### src/rtl/stopwatch_pkg.sv
// stopwatch_pkg: shared state encoding, counter limits and display formatting
// for the stopwatch core.
package stopwatch_pkg;

    typedef enum logic [1:0] {IDLE, RUN, STOP} state_t;

    localparam int CSEC_MAX = 99;
    localparam int SEC_MAX  = 59;
    localparam int MIN_MAX  = 59;
    localparam int DISP_W   = 14;

    function automatic logic [DISP_W-1:0] disp_fmt(
        input logic       sel,
        input logic [5:0] mm,
        input logic [5:0] ss,
        input logic [6:0] cc
    );
        return sel ? DISP_W'(mm) * DISP_W'(100) + DISP_W'(ss)
                   : DISP_W'(ss) * DISP_W'(100) + DISP_W'(cc);
    endfunction

endpackage

### src/rtl/stopwatch_core_tick_gen.sv
// tick_gen: prescaler producing a one-cycle tick every DIV enabled clocks;
// holds its phase while disabled, clear forces it back to zero.
module tick_gen #(
    parameter int DIV = 1_000_000
) (
    input  logic clk,
    input  logic reset,
    input  logic enable,
    input  logic clear,
    output logic tick
);
    localparam int W = $clog2(DIV);

    logic [W-1:0] cnt;

    assign tick = enable && (cnt == W'(DIV - 1));

    always_ff @(posedge clk) begin
        if (reset || clear || tick)
            cnt <= '0;
        else if (enable)
            cnt <= cnt + W'(1);
    end

endmodule

### src/rtl/stopwatch_core.sv
// stopwatch_core: run/stop/clear stopwatch producing 0..5999 for the FND controller.
// Define STOPWATCH_LAP_EN to add btn_lap and a frozen lap display.
module stopwatch_core
    import stopwatch_pkg::*;
#(
    parameter int CLK_FREQ_HZ = 100_000_000,
    parameter int TICK_HZ     = 100
) (
    input  logic              clk,
    input  logic              reset,
    input  logic              btn_run,
    input  logic              btn_clear,
`ifdef STOPWATCH_LAP_EN
    input  logic              btn_lap,
`endif
    input  logic              disp_sel,
    output logic [DISP_W-1:0] disp_data,
    output logic              running,
    output logic              rollover
);
    state_t            state, state_nx;
    logic              armed, run_d1, clear_d1, run_edge, clear_edge, tick;
    logic [6:0]        csec;
    logic [5:0]        sec, min;
    logic              c_wrap, s_wrap, m_wrap;
    logic [DISP_W-1:0] disp_nx;

    // armed masks edges for the first cycle after reset, so a button held through reset is not a press
    always_ff @(posedge clk) begin
        if (reset) begin
            armed    <= 1'b0;
            run_d1   <= 1'b0;
            clear_d1 <= 1'b0;
        end else begin
            armed    <= 1'b1;
            run_d1   <= btn_run;
            clear_d1 <= btn_clear;
        end
    end

    assign run_edge   = armed && btn_run && !run_d1;
    assign clear_edge = armed && btn_clear && !clear_d1;

    always_ff @(posedge clk) begin
        if (reset)
            state <= IDLE;
        else
            state <= state_nx;
    end

    always_comb begin
        state_nx = state;
        case (state)
            IDLE:    state_nx = run_edge ? RUN : IDLE;
            RUN:     state_nx = run_edge ? STOP : RUN;
            STOP:    state_nx = clear_edge ? IDLE : (run_edge ? RUN : STOP);
            default: state_nx = IDLE;
        endcase
    end

    tick_gen #(.DIV(CLK_FREQ_HZ / TICK_HZ)) u_tick (
        .clk    (clk),
        .reset  (reset),
        .enable (state == RUN),
        .clear  (state == IDLE),
        .tick   (tick)
    );

    assign c_wrap = csec == 7'(CSEC_MAX);
    assign s_wrap = sec == 6'(SEC_MAX);
    assign m_wrap = min == 6'(MIN_MAX);

    always_ff @(posedge clk) begin
        if (reset || state == IDLE) begin
            csec <= '0;
            sec  <= '0;
            min  <= '0;
        end else if (tick) begin
            csec <= c_wrap ? 7'd0 : csec + 7'd1;
            if (c_wrap)
                sec <= s_wrap ? 6'd0 : sec + 6'd1;
            if (c_wrap && s_wrap)
                min <= m_wrap ? 6'd0 : min + 6'd1;
        end
    end

`ifdef STOPWATCH_LAP_EN
    logic       lap_d1, lap_edge, frozen;
    logic [6:0] snap_csec;
    logic [5:0] snap_sec, snap_min;

    assign lap_edge = armed && btn_lap && !lap_d1;

    // snapshot keeps the raw counters so disp_sel can re-format a frozen lap
    always_ff @(posedge clk) begin
        if (reset) begin
            lap_d1    <= 1'b0;
            frozen    <= 1'b0;
            snap_csec <= '0;
            snap_sec  <= '0;
            snap_min  <= '0;
        end else begin
            lap_d1 <= btn_lap;
            if (state_nx == IDLE)
                frozen <= 1'b0;
            else if (lap_edge && frozen)
                frozen <= 1'b0;
            else if (lap_edge && state == RUN) begin
                frozen    <= 1'b1;
                snap_csec <= csec;
                snap_sec  <= sec;
                snap_min  <= min;
            end
        end
    end

    assign disp_nx = frozen ? disp_fmt(disp_sel, snap_min, snap_sec, snap_csec)
                            : disp_fmt(disp_sel, min, sec, csec);
`else
    assign disp_nx = disp_fmt(disp_sel, min, sec, csec);
`endif

    always_ff @(posedge clk) begin
        if (reset) begin
            disp_data <= '0;
            running   <= 1'b0;
            rollover  <= 1'b0;
        end else begin
            disp_data <= disp_nx;
            running   <= state_nx == RUN;
            rollover  <= tick && c_wrap && s_wrap && m_wrap;
        end
    end

endmodule

### config.mk
export PLATFORM = sky130hd
export DESIGN_NAME = stopwatch_core
export DESIGN_NICKNAME = d
export VERILOG_FILES = /design/src/rtl/stopwatch_pkg.sv /design/src/rtl/stopwatch_core_tick_gen.sv /design/src/rtl/stopwatch_core.sv
export SDC_FILE = /design/constraint.sdc
export NUM_CORES = 1
export LEC_CHECK = 0
export ABC_CLOCK_PERIOD_IN_PS = 3270
export BUFFER_PORTS_ARGS = -buffer_cell sky130_fd_sc_hd__buf_4
export CORE_UTILIZATION = 50
export CTS_BUF_LIST = sky130_fd_sc_hd__clkbuf_4
export DETAILED_ROUTE_END_ITERATION = 6
export HOLD_SLACK_MARGIN = 0.06
export PLACE_DENSITY = 0.67
export SYNTH_ARGS = -nofsm -noshare
export SYNTH_HDL_FRONTEND = slang
export SYNTH_SLANG_ARGS = --single-unit
export TNS_END_PERCENT = 50
### constraint.sdc
create_clock -name clk -period 3.27 [get_ports clk]
set_input_delay 0 -clock clk [delete_from_list [all_inputs] [get_ports clk]]
set_output_delay 0 -clock clk [all_outputs]
set_load 0.005 [all_outputs]
# Word level (Yosys, flattened, before mapping)
# Index checks and enable logic that the tools add are counted.
# word_totals
register_bits	60
out_inout_bits	16
word_cells	52
# op_classes
addsub	6
mul	2
eq_ne	7
muxes	10
n_reduce_logical	16
# op_table
op	count
6-bit by 5-bit multiplier with 11-bit output (second input constant)	2
20-bit by 1-bit adder with 20-bit output (second input constant)	1
20-bit equality test (second input constant)	1
13-bit by 6-bit adder with 14-bit output	1
13-bit by 7-bit adder with 14-bit output	1
14-bit two-way mux	1
6-bit by 1-bit adder with 6-bit output (second input constant)	2
6-bit equality test (second input constant)	2
6-bit two-way mux	2
1-bit logical AND	9
7-bit by 1-bit adder with 7-bit output (second input constant)	1
7-bit equality test (second input constant)	1
7-bit two-way mux	1
2-bit two-way mux	3
2-bit one-hot mux with 3 select lines	1
2-bit by 1-bit equality test with 1-bit output (second input constant)	2
2-bit AND reduction	2
2-bit equality test (second input constant)	1
1-bit zero test	2
2-bit zero test	1
1-bit logical OR	2
1-bit two-way mux	2

# Logic depth before layout (Yosys ltp)
# Gate-level depths: netlist (run 1).
# logic_depth
depth_word	6
mapped_depth	12
depth_no_buf	12

# Cells and area by module
# Synthesis (run 1) repeated with hierarchy kept, for this count alone.
# hier_totals
hier_cells	474
hier_area_um2	4180.3
# by_module_without_submodules
mod	instances	cells_per_inst	area_per_inst_um2
stopwatch_core	1	360	3200.6
tick_gen	1	114	979.7

# Worst setup path after synthesis (run 1)
# OpenSTA, ideal clock, no wires.
# synth_timing
kind	register to register
startpoint	register sec[2]
endpoint	register disp_data[11]
setup_time_ns	0.075
arrival_time_ns	2.916
t_required_ns	3.195
slack_ns	0.280
stages_incl_launch_ff	11
n_path_buf	0
cell_sequence	dfxtp_1 > ha_1 > ha_1 > ha_1 > fa_1 > xor2_1 > o211ai_1 > nor4_1 > nand2_1 > xor2_1 > o22ai_1
# synth_via
elab_chain_len	3
# synth_lines
element	line	rtl
start, declared	stopwatch_core.sv:24	logic [5:0] sec, min;
start signal, assigned	stopwatch_core.sv:81	sec <= s_wrap ? 6'd0 : sec + 6'd1;
6-bit by 5-bit multiplier with 11-bit output	stopwatch_pkg.sv:19	: DISP_W'(ss) * DISP_W'(100) + DISP_W'(cc);
13-bit by 7-bit adder with 14-bit output	stopwatch_pkg.sv:19	
14-bit two-way mux *	stopwatch_pkg.sv:18	return sel ? DISP_W'(mm) * DISP_W'(100) + DISP_W'(ss)
end signal, assigned	stopwatch_core.sv:129	disp_data <= disp_nx;
end, declared	stopwatch_core.sv:17	output logic [DISP_W-1:0] disp_data,
# Every way passes the cells marked *; elsewhere a longest branch is shown, timed or not.
# A chain may end at the register's enable or synchronous reset.

# Worst setup path in the final report (run 1)
# layout_timing
startpoint	register min[1]
endpoint	register disp_data[12]
# layout_via
elab_chain_len	3
# layout_lines
element	line	rtl
start, declared	stopwatch_core.sv:24	
start signal, assigned	stopwatch_core.sv:83	min <= m_wrap ? 6'd0 : min + 6'd1;
6-bit by 5-bit multiplier with 11-bit output	stopwatch_pkg.sv:18	
13-bit by 6-bit adder with 14-bit output	stopwatch_pkg.sv:18	
14-bit two-way mux	stopwatch_pkg.sv:18	
# No other way between the ends.

==> results of run 1 <==
cell type report:
cell class / count / area, µm²
fillers: 675 / 3190
multi-input cells: 379 / 2780
flip-flops and latches: 60 / 1200
repair buffers: 34 / 270
well taps: 102 / 128
clock inverters: 7 / 98.8
inverters: 19 / 71.3
clock buffers: 9 / 67.6
repair_timing:
action	in CTS	in global routing
resized for setup	0	6
endpoints found under the hold margin	21	0
hold buffers	6	0
endpoints found under the setup margin	0	4
metal layers:
layer	track usage (%)	up-vias	share of wire, %
li1	-	1740	-
met2	33.5	47	46
met5	0	-	0
met4	7.16	0	1.4
met3	3.45	11	2.5
met1	28.2	1599	50
cells by family (layout without fill, tap and decap cells):
logic type / count (synthesis) / count (layout) / synth area share, %
buffers and inverters: 31 / 69 / 3.15
and+or+nand+nor: 178 / 178 / 23.5
DFF: 60 / 60 / 29.4
muxes: 4 / 4 / 0.980
xor gates and xnor gates: 43 / 43 / 9.22
AOI/OAI and AO/OA: 89 / 89 / 13.1
adders and majority gates: 65 / 65 / 20.6
cell usage in the layout, fill, tap and decap left out, drive strengths merged, types with 17 or more instances in the layout:
master / count
nor2: 51
inv: 20
a21oi: 35
nand2: 31
xor2: 25
ha: 61
o21ai: 23
xnor2: 18
buf: 28
dfxtp: 60
nand4: 17
synth_stat cells, types with 3 or more instances:
master                      n
sky130_fd_sc_hd__a211oi_1   8
sky130_fd_sc_hd__a21o_1     3
sky130_fd_sc_hd__a21oi_1   35
sky130_fd_sc_hd__and2_1     3
sky130_fd_sc_hd__and3_1    12
sky130_fd_sc_hd__buf_2      4
sky130_fd_sc_hd__clkbuf_1   5
sky130_fd_sc_hd__dfxtp_1   60
sky130_fd_sc_hd__fa_1       4
sky130_fd_sc_hd__ha_1      61
sky130_fd_sc_hd__inv_1     18
sky130_fd_sc_hd__mux2i_1    4
sky130_fd_sc_hd__nand2_1   31
sky130_fd_sc_hd__nand2b_1   4
sky130_fd_sc_hd__nand3_1    7
sky130_fd_sc_hd__nand3b_1   4
sky130_fd_sc_hd__nand4_1   16
sky130_fd_sc_hd__nor2_1    51
sky130_fd_sc_hd__nor2b_1   10
sky130_fd_sc_hd__nor3_1    10
sky130_fd_sc_hd__o211ai_1   3
sky130_fd_sc_hd__o21ai_0   22
sky130_fd_sc_hd__or3_1      8
sky130_fd_sc_hd__xnor2_1   18
sky130_fd_sc_hd__xor2_1    25
power by group through the flow:
stage	registers, mW	clock network, mW	logic, mW
3_3_place_gp	0.757	0	0.0441
2_1_floorplan	0.756	0	0.0282
5_1_grt	0.741	0.662	0.0562
6_report	0.740	0.615	0.0508
3_5_place_dp	0.757	0	0.0447
4_1_cts	0.740	0.635	0.0505
state kept, by name (all words and copies together), names as in the netlist:
register    flops
u_tick.cnt     20
csec            7
running         1
sec             6
disp_data      14
run_d1          1
min             6
rollover        1
clear_d1        1
armed           1
state           2
critical path, stage by stage (launching register included):
cell and delay [ns]:
sky130_fd_sc_hd__dfxtp_1 0.45, sky130_fd_sc_hd__ha_1 0.28, sky130_fd_sc_hd__ha_1 0.30, sky130_fd_sc_hd__ha_1 0.32, sky130_fd_sc_hd__fa_1 0.48, sky130_fd_sc_hd__a211oi_2 0.27, sky130_fd_sc_hd__nor2_1 0.09, sky130_fd_sc_hd__xor2_1 0.25
sky130_fd_sc_hd__nand4_1 0.16, sky130_fd_sc_hd__xor2_1 0.19, sky130_fd_sc_hd__o311ai_1 0.23
through the flow:
step	hold WS (ns)	cell area (µm²)	std cells	util, %	power [mW]
6_report	0.459	4620	610	59.2	1.41
5_1_grt	0.440	4620	610	59.2	1.46
4_1_cts	0.440	4590	610	58.8	1.43
3_5_place_dp	0.229	4370	588	55.9	0.801
3_3_place_gp	0.221	4370	588	55.9	0.801
2_1_floorplan	0.128	4090	470	-	0.784
worst paths after layout:
path / from / depth (start not counted) / end
setup reg to reg: min[1]$_SDFFE_PP0P_ / 10 / disp_data[12]$_SDFF_PP0_
hold / removal: reset / 3 / disp_data[13]$_SDFF_PP0_
setup / recovery: min[1]$_SDFFE_PP0P_ / 10 / disp_data[12]$_SDFF_PP0_
hold reg to reg: u_tick.cnt[1]$_SDFFE_PP0N_ / 2 / u_tick.cnt[1]$_SDFFE_PP0N_
==> metrics.log, run 1 <==
[metrics] iteration-0 DRC count of the detailed router: just under 200
[metrics] clock sink count: 60
[metrics] remaining routing DRC violations: 0
[metrics] final hold violation count: 0
[metrics] boundary pin count: 21
[metrics] floorplan row count: 32
[metrics] net count of the mapped netlist: 540
[metrics] relative contribution of combinational cells to total power: about 3.6%
[metrics] count of unique library cells instantiated by Yosys: between 50 and 60
[metrics] switching share of power: about a quarter
[metrics] proportion of register bits with asynchronous set or reset after synthesis: 0%
[metrics] relative slew slack: between 50 and 60%
[metrics] post-route fraction of the period consumed by the critical path: a little over nine tenths
[metrics] RSZ-0062 raised after global routing: no
[metrics] worst min-delay path category: primary input to flip-flop
[metrics] vias in the first global route: about 3200
[metrics] maximum number of pins on one net before global-route repair: 19
[metrics] Maximum Capacitance Violations: 0
[metrics] total power density per cell area: between 300 and 400 nW/µm²
[metrics] count of buffers inserted at the top-level ports: 20
[metrics] via-per-instance ratio: 5.57
[metrics] register clock-pin slew on the reported worst setup and hold paths: 0.12 ns
[metrics] count of final max-slew check failures: 0
[metrics] cts bufs inserted: 9
[metrics] RD Place Congestion: between 0.8 and 0.9
[metrics] count of final setup violators: 0
[metrics] prevailing post-synth register cell: sky130_fd_sc_hd__dfxtp_1
[metrics] YS warnings: 0
[metrics] final setup margin: slightly above 0.2 ns
[metrics] Avg Synthesized Cell Area: about 8.7 µm²
[metrics] worst reg2reg setup slack: around 0.20 ns
[metrics] Layout Skew: 0.0187 ns
[metrics] cell area after technology mapping: ~4000 µm²
[metrics] slew at the pin closest to its max-slew limit: a little over 0.6 ns
[metrics] cell type with the largest total area after synthesis: sky130_fd_sc_hd__dfxtp_1
[metrics] category of the critical setup timing path: flip-flop to flip-flop
[metrics] post-synthesis to final-layout area growth: 13.1%
[metrics] Reg power frac: a little over half
[metrics] maximum count of clock buffers along a single path: 2
[metrics] TritonCTS clock tree: done
[metrics] total core area: between 7000 and 8000 µm²
[metrics] top-area cell type share of the netlist area: between 20% and 30%
[metrics] status: completed
[metrics] sort of element at the end of the critical path: flip-flop
[metrics] number of synthesized flops with an enable pin: 0
[metrics] Clk Latency, worst-skew pair: about 0.4 ns
[metrics] die outline area: roughly 8500 µm²
[metrics] data arrival time of the critical path: about 3.4 ns
[metrics] Leak: ~2.0 nW
[metrics] iteration count of the initial detailed-routing pass: 4
[metrics] # H-tree levels: 3
[metrics] proportion of layout cells with a drive suffix above 1: a little under an eighth
[metrics] die outline width: approximately 92 µm
[metrics] number of inserted diodes: 0
[metrics] count of vias placed by the detailed router: ~3400
[metrics] post-placement setup slack: approximately 0.09 ns
[metrics] setup TNS after final layout: 0 ns
[metrics] root buffer selected by CTS: sky130_fd_sc_hd__clkbuf_4
[metrics] overall routed net length: around 8400 µm
[metrics] cell types with the largest area share after synthesis: sky130_fd_sc_hd__dfxtp_1, sky130_fd_sc_hd__ha_1, sky130_fd_sc_hd__xor2_1
[metrics] Crit Path Max Fanout: 6
[metrics] Achievable Freq: around 0.33 GHz
[metrics] Int Pwr: roughly 1.1 mW
[metrics] number of flip-flops and latches in the synthesized netlist: 60
[metrics] global route overflow: 0
[metrics] # nets final: 573
[metrics] register area share after synthesis: between 20% and 30%
[metrics] total routing resource utilization after global routing: a little over a fifth
[metrics] switching pwr: 0.335 mW
[metrics] shortest period the worst path allows: slightly above 3 ns
[metrics] initial core utilization: 52.3%
[metrics] category of the worst setup path launch point: flip-flop
[metrics] Worst Path Required: 3.59 ns
[metrics] Post-CTS Repair Setup Buffers: 0
[metrics] residual antenna-violating net count after detailed routing: 0
[metrics] number of antenna violations at the first check in global routing: 0
[metrics] Routed wire per std cell: about 14 µm
[metrics] fraction of power consumed by the clock network: between 40% and 50%
[metrics] global-route wire length before repair: about 14000 µm
[metrics] Die Y: 92.4 µm
[metrics] estimated wirelength of the detail-placed design: 6290 µm
[metrics] cells after synthesis: 470
[metrics] Worst VDD drop: between 200 and 250 µV
Power figures use the tool's default switching activity.
==> run 2: changes to the inputs <==
Settings changed: CORE_UTILIZATION 50 to 41, PLACE_DENSITY 0.67 to unset, RECOVER_POWER set to 25.
==> run 2 against run 1 <==
Compared with the run above:
- clock skew grew 0.0027 ns
- critical path type unchanged
- clock power shrank 12%
- largest power group unchanged
- critical endpoint is now disp_data[6]$_SDFF_PP0_
- largest cell class unchanged
- flip-flop and latch count is the same
- core utilization shrank 12 points
- non-clock buffer count shrank 1
- first-iteration DRC count shrank 63%
==> metrics.log, run 2 (synthesis gave the netlist of run 1 again) <==
[metrics] origin of the critical flop-to-flop path: sec[1]$_SDFFE_PP0P_
[metrics] Achievable Freq: 0.325 GHz (-0.33%)
[metrics] relative slew slack: 41.6% (-18 points)
[metrics] most flop-heavy register: u_tick.cnt
[metrics] global route overflow: 0 (unchanged)
[metrics] top library cells by usage in the layout, fill and taps aside: sky130_fd_sc_hd__ha_1, sky130_fd_sc_hd__dfxtp_1, sky130_fd_sc_hd__nor2_1
[metrics] total power density per cell area: 287 nW/µm² (-5.8%)
[metrics] cell occurring most often along the worst timing path: sky130_fd_sc_hd__ha_1
[metrics] Leak: 2.02 nW (-1.2%)
[metrics] slew at the pin closest to its max-slew limit: 0.876 ns (+0.264 ns)
[metrics] status: completed
[metrics] count of final setup violators: 0 (unchanged)
[metrics] Worst VDD drop: 148 µV (-35%)
[metrics] Maximum Capacitance Violations: 0 (unchanged)
[metrics] TritonCTS clock tree: done
[metrics] category of the critical setup timing path: flip-flop to flip-flop
[metrics] RSZ-0062 raised after global routing: no
[metrics] switching pwr: 0.326 mW (-2.8%)
[metrics] clock sink count: 60 (unchanged)
[metrics] initial core utilization: 42.0% (-10 points)
[metrics] boundary pin count: 21 (unchanged)
[metrics] final total power: 1.33 mW (-5.5%)
[metrics] via-per-instance ratio: 5.25 (-5.6%)
[metrics] register clock-pin slew on the reported worst setup and hold paths: 0.12 ns (about the same)
[metrics] flip-flop count of the largest register, all copies and words added: 20 (unchanged)
[metrics] Worst Path Required: 3.64 ns (+0.05 ns)
[metrics] maximum single-stage delay on the critical path: 0.56 ns (+0.08 ns)
[metrics] Post-CTS Repair Setup Buffers: 0 (unchanged)
[metrics] relative contribution of combinational cells to total power: 3.7% (about the same)
[metrics] residual antenna-violating net count after detailed routing: 0 (unchanged)
[metrics] number of inserted diodes: 0 (unchanged)
[metrics] maximum count of clock buffers along a single path: 2 (unchanged)
[metrics] launch point of the critical path: sec[1]$_SDFFE_PP0P_
[metrics] post-route fraction of the period consumed by the critical path: 94.1% (+0.31 points)
[metrics] Int Pwr: 1.00 mW (-6.3%)
[metrics] commonest non-fill, non-tap cell in the layout: sky130_fd_sc_hd__ha_1
[metrics] total core area: 9730 µm² (+25%)
[metrics] cts bufs inserted: 9 (unchanged)
[metrics] Layout Skew: 0.0214 ns (+0.00268 ns)
[metrics] RD Place Congestion: 0.818 (-1.2%)
[metrics] CP Cell Sequence: buf_4 > ha_1 > ha_1 > ha_1 > ha_1 > a21boi_0 > or3_1 > a21oi_1 > dlygate4sd3_1
[metrics] final hold violation count: 0 (unchanged)
[metrics] fraction of power consumed by the clock network: 40.6% (-3.1 points)
[metrics] estimated wirelength of the detail-placed design: 6450 µm (+2.5%)
[metrics] count of final max-slew check failures: 0 (unchanged)
[metrics] setup TNS after final layout: 0 ns (unchanged)
[metrics] switching share of power: 24.5% (+0.68 points)
[metrics] worst min-delay path category: primary input to flip-flop
[metrics] remaining routing DRC violations: 0 (unchanged)
[metrics] number of antenna violations at the first check in global routing: 0 (unchanged)
[metrics] fillers: 976 (+45%)
[metrics] die outline area: 10400 µm² (+21%)
[metrics] critical-path cell with the highest stage delay: sky130_fd_sc_hd__dlygate4sd3_1
[metrics] proportion of layout cells with a drive suffix above 1: 11.2% (-0.17 points)
[metrics] Die Y: 102 µm (+10%)
[metrics] total routing resource utilization after global routing: 18.0% (-2.8 points)
[metrics] registers with the most flip-flops: u_tick.cnt x20, disp_data x14, csec x7
[metrics] data arrival time of the critical path: 3.44 ns (+0.05 ns)
[metrics] root buffer selected by CTS: sky130_fd_sc_hd__clkbuf_4
[metrics] sort of element at the end of the critical path: flip-flop
[metrics] vias in the first global route: 3200 (-1.5%)
[metrics] maximum number of pins on one net before global-route repair: 19 (unchanged)
[metrics] Reg power frac: 55.7% (+3.0 points)
[metrics] Min-Delay Startpoint: disp_sel
[metrics] iteration count of the initial detailed-routing pass: 4 (unchanged)
[metrics] die outline width: 102 µm (+10%)
[metrics] post-synthesis to final-layout area growth: 13.5%
[metrics] Clk Latency, worst-skew pair: 0.43 ns (+0.02 ns)
[metrics] tightest hold margin: 0.464 ns (+0.00509 ns)
[metrics] # nets final: 572 (-0.17%)
[metrics] iteration-0 DRC count of the detailed router: 73 (-63%)
[metrics] floorplan row count: 36 (+13%)
[metrics] Routed wire per std cell: 13.5 µm (-1.3%)
[metrics] Crit Path Max Fanout: 6 (unchanged)
[metrics] # H-tree levels: 3 (unchanged)
[metrics] count of buffers inserted at the top-level ports: 20 (unchanged)
[metrics] count of vias placed by the detailed router: 3363 (-1.0%)
[metrics] shortest period the worst path allows: 3.08 ns (+0.0101 ns)
[metrics] category of the worst setup path launch point: flip-flop
[metrics] overall routed net length: 8660 µm (+3.5%)
[metrics] global-route wire length before repair: 14600 µm (+0.66%)
[run 2: cell types whose count changed in the layout (fill, tap and decap cells not counted), sizes merged]
cell         previous run  this run
buf                    28        10
clkbuf                  9        27
bufinv                  2         1
clkinv                  3         4
clkinvlp                1         0
dlygate4sd3             6         7
inv                    20        19
[run 2: path summary, 6_finish.rpt]
check                               end  slack, ns  cells past startpoint
max             disp_data[6]$_SDFF_PP0_       0.19                      9
min             disp_data[9]$_SDFF_PP0_       0.46                      3
max reg2reg     disp_data[6]$_SDFF_PP0_       0.19                      9
min reg2reg  u_tick.cnt[1]$_SDFFE_PP0N_       0.49                      2
[run 2: cell type report]
class | count | area [µm²] | area share, %
Multi-Input combinational cell | 379 | 2800 | 60.3
Sequential cell | 60 | 1200 | 26.0
Timing Repair Buffer | 33 | 262 | 5.64
Tap cell | 133 | 166 | 3.59
Clock buffer | 11 | 82.6 | 1.78
Inverter | 19 | 71.3 | 1.54
Clock inverter | 5 | 52.6 | 1.13
[run 2: timing repair]
action,CTS,global route
setup endpoints to repair,1,4
pin swaps,0,0
hold buffers,7,0
gates cloned,0,0
gates resized for setup,1,9
endpoints found under the hold margin,21,0
[run 2: metrics by stage]
| step | instance area, µm² | cells | setup WS [ns] | util [%] |
|---|---|---|---|---|
| global placement | 4390 | 617 | 0.157 | 45.1 |
| detailed placement | 4390 | 617 | 0.0172 | 45.1 |
| global route | 4640 | 640 | 0.00405 | 47.6 |
| floorplan | 4090 | 470 | 0.280 | - |
| CTS | 4600 | 640 | 0.0292 | 47.2 |
| finish | 4640 | 640 | 0.194 | 47.6 |
[run 2: worst max-delay path: cells and delay by family (launching register included)]
family	cells	cell delay, ns
buf+inv	2	0.72
simple gates	1	0.38
flops	1	0.45
fa+ha+maj	4	1.15
compound gates	2	0.32
[run 2: routing by layer]
| metal | GRT usage, % | share of wire (%) | routed length (µm) |
|---|---|---|---|
| met1 | 23.1 | 48 | 4200 |
| met2 | 29.3 | 47 | 4100 |
| met3 | 3.76 | 2.3 | 200 |
| met4 | 8.13 | 2.0 | 171 |
| met5 | 0 | 0 | 0 |
[run 2: power groups by stage]
stage	Combinational [mW]	Sequential (mW)	Clock, mW
3_5_place_dp	0.0447	0.757	0
3_3_place_gp	0.0448	0.757	0
2_1_floorplan	0.0282	0.756	0
4_1_cts	0.0503	0.740	0.559
6_report	0.0495	0.740	0.539
5_1_grt	0.0553	0.742	0.591
